## config.mk

```make
export PLATFORM = sky130hd
export DESIGN_NAME = alu_serial_sequencer_flat
export DESIGN_NICKNAME = d
export VERILOG_FILES = /design/src/rtl/alu_serial_sequencer_if.sv /design/src/rtl/alu_serial_sequencer.sv /design/src/flat_wrapper.sv
export SDC_FILE = /design/constraint.sdc
export NUM_CORES = 1
export LEC_CHECK = 0
export CAP_MARGIN = 20
export CORE_UTILIZATION = 33
export CTS_BUF_LIST = sky130_fd_sc_hd__clkbuf_8
export CTS_CLUSTER_SIZE = 40
export DETAILED_ROUTE_END_ITERATION = 6
export PLACE_DENSITY = 0.54
export RECOVER_POWER = 50
export SLEW_MARGIN = 5
export SYNTH_ARGS = -nofsm -noshare
export SYNTH_HDL_FRONTEND = slang
export SYNTH_SLANG_ARGS = --single-unit
```

## constraint.sdc

```tcl
create_clock -name clock -period 8.5 [get_ports clock]
set_input_delay 0.85 -clock clock [delete_from_list [all_inputs] [get_ports clock]]
set_output_delay 0.85 -clock clock [all_outputs]
set_load 0.05 [all_outputs]
```

## src/rtl/alu_serial_sequencer_if.sv

```systemverilog
// rtl/alu_serial_sequencer_if.sv - request/response bundle for the bit-serial ALU sequencer
//
// Purpose: groups the operation request (start, op, cin0, a, b) and the
// response (busy, done, result, zero, carry, ovf) of alu_serial_sequencer.
//
// Modports:
//   master - the requester: drives start/op/cin0/a/b and observes the response
//   slave  - the sequencer: observes the request and drives the response
interface alu_serial_sequencer_if #(
  parameter int WIDTH = 64
) ();
  logic             start;
  logic [3:0]       op;
  logic             cin0;
  logic [WIDTH-1:0] a;
  logic [WIDTH-1:0] b;
  logic             busy;
  logic             done;
  logic [WIDTH-1:0] result;
  logic             zero;
  logic             carry;
  logic             ovf;

  modport master (
    output start, op, cin0, a, b,
    input  busy, done, result, zero, carry, ovf
  );

  modport slave (
    input  start, op, cin0, a, b,
    output busy, done, result, zero, carry, ovf
  );
endinterface

```

## src/rtl/alu_serial_sequencer.sv

```systemverilog
// rtl/alu_serial_sequencer.sv - bit-serial ALU engine driving one external 1-bit ALU slice
//
// Purpose: runs a WIDTH-bit ALU operation through a single combinational
// 1-bit slice, one bit per cycle (LSB first), chaining the slice carry-out
// back into the next bit. Assembles the result (including set-on-less-than)
// and reports a one-cycle done pulse.
//
// Build option: define ALU_SEQ_FLAGS_EN to build the zero/carry/ovf flag
// registers; without it the flags are tied to 0.
//
// Ports:
//   clock       rising-edge clock
//   reset       asynchronous, active-high; clears all state
//   bus         alu_serial_sequencer_if.slave: start/op/cin0/a/b in,
//               busy/done/result/zero/carry/ovf out
//   slice_a     operand A bit to the slice
//   slice_b     operand B bit to the slice
//   slice_cin   carry into the slice
//   slice_pass  pass input of the slice (always 0 here)
//   slice_s     slice select (latched op)
//   slice_f     slice result bit
//   slice_cout  slice carry-out
//   slice_set   slice raw sum bit (sign source for SLT)
module alu_serial_sequencer #(
  parameter int WIDTH = 64
) (
  input  logic                 clock,
  input  logic                 reset,
  alu_serial_sequencer_if.slave bus,
  output logic                 slice_a,
  output logic                 slice_b,
  output logic                 slice_cin,
  output logic                 slice_pass,
  output logic [3:0]           slice_s,
  input  logic                 slice_f,
  input  logic                 slice_cout,
  input  logic                 slice_set
);

  localparam int IDXW = (WIDTH > 2) ? $clog2(WIDTH) : 1;
  localparam logic [IDXW-1:0] LAST_IDX = IDXW'(WIDTH - 1);

  typedef enum logic [1:0] {
    IDLE = 2'd0,
    RUN  = 2'd1,
    DONE = 2'd2
  } state_t;

  state_t           state;
  state_t           state_n;

  logic [3:0]       op_q;
  logic [WIDTH-1:0] a_q;
  logic [WIDTH-1:0] b_q;
  logic [WIDTH-1:0] result_q;
  logic             c;
  logic [IDXW-1:0]  idx;

  logic             load;
  logic             last;
  logic             slt;
  logic [WIDTH-1:0] final_res;

  // A new operation is accepted only from IDLE or DONE; start in RUN is ignored.
  always_comb begin
    load = bus.start && ((state == IDLE) || (state == DONE));
    last = (state == RUN) && (idx == LAST_IDX);
    slt  = (op_q[1:0] == 2'b11);
    // Value the result register takes at the final RUN edge. Bits below the
    // MSB are already stored; SLT replaces everything with the raw sign.
    final_res = slt ? {{(WIDTH-1){1'b0}}, slice_set}
                    : {slice_f, result_q[WIDTH-2:0]};
  end

  always_ff @(posedge clock or posedge reset) begin
    if (reset) begin
      state <= IDLE;
    end else begin
      state <= state_n;
    end
  end

  always_comb begin
    state_n    = state;
    bus.busy   = 1'b0;
    bus.done   = 1'b0;
    slice_a    = 1'b0;
    slice_b    = 1'b0;
    slice_cin  = 1'b0;
    slice_pass = 1'b0;
    slice_s    = op_q;
    case (state)
      IDLE: begin
        if (bus.start) begin
          state_n = RUN;
        end
      end
      RUN: begin
        bus.busy  = 1'b1;
        slice_a   = a_q[idx];
        slice_b   = b_q[idx];
        slice_cin = c;
        if (idx == LAST_IDX) begin
          state_n = DONE;
        end
      end
      DONE: begin
        bus.done = 1'b1;
        state_n  = bus.start ? RUN : IDLE;
      end
      default: begin
        state_n = IDLE;
      end
    endcase
  end

  always_ff @(posedge clock or posedge reset) begin
    if (reset) begin
      op_q     <= '0;
      a_q      <= '0;
      b_q      <= '0;
      c        <= 1'b0;
      idx      <= '0;
      result_q <= '0;
    end else if (load) begin
      op_q     <= bus.op;
      a_q      <= bus.a;
      b_q      <= bus.b;
      c        <= bus.cin0;
      idx      <= '0;
      result_q <= '0;
    end else if (state == RUN) begin
      c <= slice_cout;
      if (last) begin
        // idx parks at the MSB so it never wraps.
        result_q <= final_res;
      end else begin
        result_q[idx] <= slice_f;
        idx           <= idx + IDXW'(1);
      end
    end
  end

  assign bus.result = result_q;

`ifdef ALU_SEQ_FLAGS_EN
  logic zero_q;
  logic carry_q;
  logic ovf_q;

  // At the final edge c still holds the carry into the MSB, so it is the
  // MSB carry-in used for signed overflow.
  always_ff @(posedge clock or posedge reset) begin
    if (reset) begin
      zero_q  <= 1'b0;
      carry_q <= 1'b0;
      ovf_q   <= 1'b0;
    end else if (last) begin
      zero_q  <= (final_res == '0);
      carry_q <= slice_cout;
      ovf_q   <= c ^ slice_cout;
    end
  end

  assign bus.zero  = zero_q;
  assign bus.carry = carry_q;
  assign bus.ovf   = ovf_q;
`else
  assign bus.zero  = 1'b0;
  assign bus.carry = 1'b0;
  assign bus.ovf   = 1'b0;
`endif

endmodule
```

## src/flat_wrapper.sv

```systemverilog
// flat-port wrapper written by rule: the top's interface ports become plain ports
module alu_serial_sequencer_flat 
#(
  parameter int WIDTH = 64
)
  (clock, reset, slice_a, slice_b, slice_cin, slice_pass, slice_s, slice_f, slice_cout, slice_set, bus_start, bus_op, bus_cin0, bus_a, bus_b, bus_busy, bus_done, bus_result, bus_zero, bus_carry, bus_ovf);
  alu_serial_sequencer_if #(.WIDTH(WIDTH)) bus_i ();
  input  logic clock;
  input  logic reset;
  output logic slice_a;
  output logic slice_b;
  output logic slice_cin;
  output logic slice_pass;
  output logic [3:0] slice_s;
  input  logic slice_f;
  input  logic slice_cout;
  input  logic slice_set;
  input wire logic [$bits(bus_i.start)-1:0] bus_start;
  input wire logic [$bits(bus_i.op)-1:0] bus_op;
  input wire logic [$bits(bus_i.cin0)-1:0] bus_cin0;
  input wire logic [$bits(bus_i.a)-1:0] bus_a;
  input wire logic [$bits(bus_i.b)-1:0] bus_b;
  output wire logic [$bits(bus_i.busy)-1:0] bus_busy;
  output wire logic [$bits(bus_i.done)-1:0] bus_done;
  output wire logic [$bits(bus_i.result)-1:0] bus_result;
  output wire logic [$bits(bus_i.zero)-1:0] bus_zero;
  output wire logic [$bits(bus_i.carry)-1:0] bus_carry;
  output wire logic [$bits(bus_i.ovf)-1:0] bus_ovf;
  assign bus_i.start = bus_start;
  assign bus_i.op = bus_op;
  assign bus_i.cin0 = bus_cin0;
  assign bus_i.a = bus_a;
  assign bus_i.b = bus_b;
  assign bus_busy = bus_i.busy;
  assign bus_done = bus_i.done;
  assign bus_result = bus_i.result;
  assign bus_zero = bus_i.zero;
  assign bus_carry = bus_i.carry;
  assign bus_ovf = bus_i.ovf;
  alu_serial_sequencer #(.WIDTH(WIDTH)) u_core (.clock(clock), .reset(reset), .bus(bus_i), .slice_a(slice_a), .slice_b(slice_b), .slice_cin(slice_cin), .slice_pass(slice_pass), .slice_s(slice_s), .slice_f(slice_f), .slice_cout(slice_cout), .slice_set(slice_set));
endmodule
```

# Word level (Yosys, flattened, before mapping)
# Index checks and enable logic that the tools add are counted.
# word_totals
register_bits,205
input_bits,139
out_inout_bits,77
word_cells,53
# classes
addsub,1
order_cmp,2
n_eq_ne,8
muxes,25
reduce_logical,9
# op_table
operator,n
two-way mux 64 bit,4
bitwise mux 64 bit,1
two-way mux 6 bit,3
binary-select mux 1 bit (select 6 bit),2
two-way mux 1 bit,11
"less-than comparator 6 x 7 -> 1 bit, second input constant",1
"adder 6 x 1 -> 6 bit, second input constant",1
demux 1 bit (select 6 bit),1
"equality test 6 bit, second input constant",1
">= comparator 6 x 1 -> 1 bit, second input constant",1
case mux 2 bit (3 select lines),1
AND reduction 2 bit,3
"equality test 2 bit, second input constant",2
two-way mux 2 bit,2
"inequality test 2 x 1 -> 1 bit, second input constant",2
logical AND 1 bit,3
"inequality test 3 x 2 -> 1 bit, second input constant",1
"equality test 2 x 1 -> 1 bit, second input constant",1
logical NOT 2 bit,1
"inequality test 2 bit, second input constant",1
nonzero test 2 bit,1
logical OR 1 bit,1

# Depth between registers and ports, before layout
# depth
word_depth,8
mapped_depth,8

# Least setup slack after synthesis
# No wires, ideal clock.
# synth_path
kind,reg-to-output
from,register u_core.idx[0]
to,output slice_b
arrival_ns,2.298
t_required_ns,7.650
setup_slack_ns,5.352
path_stages_with_launch,8
path_cell_list,dfrtp_1 > buf_4 > buf_4 > nor2b_1 > a221oi_1 > o221ai_1 > a22oi_1 > a31oi_1
# synth_between
elab_chain_len,3
# synth_lines
element,line,text
start: declaration,alu_serial_sequencer.sv:57,logic [IDXW-1:0] idx;
start signal: assignment,alu_serial_sequencer.sv:139,idx <= idx + IDXW'(1);
binary-select mux 1 bit (select 6 bit),alu_serial_sequencer.sv:101,slice_b = b_q[idx];
two-way mux 1 bit (not written as such),alu_serial_sequencer.sv:101,
two-way mux 1 bit,alu_serial_sequencer.sv:92,case (state)
end: declaration,flat_wrapper.sv:11,output logic slice_b;
# Every way passes these cells. The select of a mux whose other input is x is not followed.

# Worst setup path in the final report
# layout_path
from,input bus_start
to,register u_core.idx[2]
# layout_between
elab_chain_len,3
word_cells_on_any_way,5
classes_between,1 x eq/ne; 1 x mux; 3 x reduce/logical
# layout_lines
element,line,text
start: declaration,flat_wrapper.sv:18,input wire logic [$bits(bus_i.start)-1:0] bus_start;
logical AND 1 bit (*),alu_serial_sequencer.sv:66,load = bus.start && ((state == IDLE) || (state == DONE));
inequality test 2 x 1 -> 1 bit (no source line) or nonzero test 2 bit (tied branches),-,
AND reduction 2 bit (no source line),-,
# Every way passes the cells marked *; elsewhere a longest branch is shown, timed or not.
# A chain may end at the register's enable or synchronous reset.

==> flow_metrics.env <==
export IMPL_grt_ovfl_total=0
export IMPL_grt_usage_pct=19.5
export IMPL_arrival_ns=5.79
export IMPL_grt_max_degree=146
export IMPL_multi_input_area_sq_mm=0.00416
export IMPL_crit_end="u_core.idx[2]"
export IMPL_avgSynthCellArea_sq_um=9.17
export IMPL_p_leak_nw=5.93
export IMPL_ys_warn_count=0
export IMPL_rsz0062_at_grt="no"
export IMPL_end_kind="flop"
export IMPL_holdCritPathClass="flop to flop"
export IMPL_startpoint_type="primary input"
export IMPL_max_slew_margin_pct=-79.9
export IMPL_grt_pass1_vias=7894
export IMPL_crit_path_start="bus_start"
export IMPL_synth_most_common_cell="nand2_1"
export IMPL_violations="capacitance limit, slew limit"
export IMPL_period_needed_ns=5.42
export IMPL_finalWeightedCongestion=0.789
export IMPL_die_y_microns=173
export IMPL_worst_slew_pin_transition_ns=2.68
export IMPL_tns_ns=0
export IMPL_diodes=0
export IMPL_clock_latency_ns=0.52
export IMPL_crit_fanout=66
export IMPL_antenna_found_initial=0
export IMPL_clockRootBuffer="clkbuf_8"
export IMPL_ctsHoldBuffers=0
export IMPL_cts_setup_buffers=0
export IMPL_finClkSkew_ns=0.0140
export IMPL_seq_area_frac_synth_pct=53.2
export IMPL_synth_distinct_cells=61
export IMPL_worstRegToRegCells=6
export IMPL_synthTopCellsByArea="dfrtp_1, nand2_1, o21ai_0"
export IMPL_layout_nets=1381
export IMPL_viasPerCell=4.91
export IMPL_synth_top_area_cell="dfrtp_1"
export IMPL_r2r_end="u_core.idx[2]"
export IMPL_cts_tree="built"
export IMPL_routed_wl_microns=29500
export IMPL_synthCells=1052
export IMPL_hpwl_microns=20000
export IMPL_outcome="complete, but fails checks"
export IMPL_synth_edff_count=0
export IMPL_core_area_sq_mm=0.0287
export IMPL_syn2layout_area_growth_pct=31.9
export IMPL_wire_per_inst_microns=17.9
export IMPL_powerDensity_mw_per_mm2=297
export IMPL_required_ns=8.88
export IMPL_async_flop_share_pct=100
export IMPL_clkSlewWorstSetupHoldPaths_ns=0.06
export IMPL_n_fill_cell=2852
export IMPL_synth_top_area_share_pct=53.2
export IMPL_worstSetupPathType="primary input to flop"
export IMPL_rows=62
export IMPL_final_setup_viol_count=0
export IMPL_syn_area_sq_mm=0.00965
export IMPL_cts_buffers=38
export IMPL_die_area_sq_mm=0.0299
export IMPL_clock_sinks=205
export IMPL_ir_drop_mv=0.116
export IMPL_synth_seq_cells=205
export IMPL_ios=216
export IMPL_hold_worst_slack_ns=0.473
export IMPL_cts_resized_gates=0
export IMPL_synth_main_ff_cell="dfrtp_1"
export IMPL_fin_crit_sh_pct=63.7
export IMPL_fmax_ghz=0.185
export IMPL_drv_slew=186
export IMPL_hold_violations=0
export IMPL_drtIter0Drc=607
export IMPL_seqCellArea_sq_mm=0.00513
export IMPL_regToRegStartpoint="u_core.state[0]"
export IMPL_grt_pass1_wl_microns=45500
export IMPL_die_w_microns=173
export IMPL_ant_nets=0
export IMPL_start_util_pct=33.6
export IMPL_clockBufferDepth=3
export IMPL_io_buffers=211
export IMPL_vias=8095
export IMPL_r2r_slack_ns=3.56
export IMPL_cts_htree_levels=2
export IMPL_cap_viol_max_count=4
export IMPL_drc=0
export IMPL_fin_util_pct=44.3
export IMPL_drive_gt1_share_pct=8.93
export IMPL_dr_pass1_iters=5
export IMPL_synthTopCellsByCount="nand2_1, dfrtp_1, o21ai_0, nor2_1"
[flip-flops by register name, summed over array words and instances (netlist names)]
signal	cells
u_core.a_q	64
u_core.bus.result	64
u_core.b_q	64
u_core.slice_s	4
u_core.idx	6
u_core.state	2
u_core.c	1
[where the power goes]
part	switching (W)	internal (W)
combinational	0.000827	0.000551
clock	0.000404	0.000515
sequential	0.000254	0.00123
[per-layer routing]
layer  track usage [%]  vias up  routed length, microns
met4              6.23        0                     691
met5                 0        -                       0
li1                  -     3906                       -
met3              3.52       45                    1660
met2              29.4      290                   13100
met1              28.3     3854                   14000
[worst max-delay path: stages]
cell           delay [ns]
dlygate4sd3_1        0.59
nor2b_1              1.26
clkbuf_1             1.68
buf_4                0.75
o21ai_0              0.32
o21ai_0              0.21
o21ai_0              0.11
[worst min-delay path by stage]
stage | slack [ns] | start | end | depth (start not counted)
detailed placement | 0.46 | u_core.a_q[19] | u_core.a_q[19] | 2
global route | 0.49 | u_core.a_q[19] | u_core.a_q[19] | 2
finish | 0.47 | u_core.b_q[33] | u_core.b_q[33] | 2
global placement | 0.46 | u_core.b_q[60] | u_core.b_q[60] | 2
CTS | 0.48 | u_core.b_q[33] | u_core.b_q[33] | 2
floorplan | 0.44 | u_core.a_q[24] | u_core.a_q[24] | 2
[cells by family (layout without fill, tap and decap cells)]
family	Yosys count	after routing	share of synthesized area, %
compound gates	207	207	13.5
mux	43	43	6.91
flops	205	205	53.2
xor+xnor	2	2	0.182
other cells	1	4	0.0389
buf+inv	80	290	3.97
simple gates	513	513	22.1
fa+ha+maj	1	1	0.130
[metrics by stage]
| step | setup slack, ns | power [W] | cell area, sq um | instances |
|---|---|---|---|---|
| after floorplan | 2.05 | 0.00240 | 9660 | 1055 |
| after global placement | 4.47 | 0.00286 | 12000 | 1584 |
| after detailed placement | 4.39 | 0.00288 | 12000 | 1584 |
| after CTS | 3.83 | 0.00381 | 12700 | 1648 |
| after global routing | 2.48 | 0.00399 | 12700 | 1649 |
| final | 3.08 | 0.00378 | 12700 | 1649 |
[area by class of cell]
class / count / share of cell area (%)
repair buffers: 220 / 17.3
inverters: 6 / 0.207
flip-flops and latches: 205 / 40.3
multi-input cells: 770 / 32.7
clock inverters: 18 / 0.777
well taps: 384 / 3.78
clock buffers: 46 / 4.98
[layout by cell type, fill, tap and decap left out, types with 19 or more instances in the layout]
| cell | netlist | layout |
|---|---|---|
| dfrtp_1 | 205 | 203 |
| o21ai_0 | 100 | 100 |
| inv_1 | 5 | 19 |
| clkdlybuf4s50_1 | 0 | 180 |
| a22o_1 | 32 | 32 |
| a21oi_1 | 35 | 35 |
| clkbuf_8 | 0 | 46 |
| nand2_1 | 411 | 411 |
| dlygate4sd3_1 | 0 | 31 |
| nor2_1 | 47 | 47 |
(Power assumes the default switching activity.)
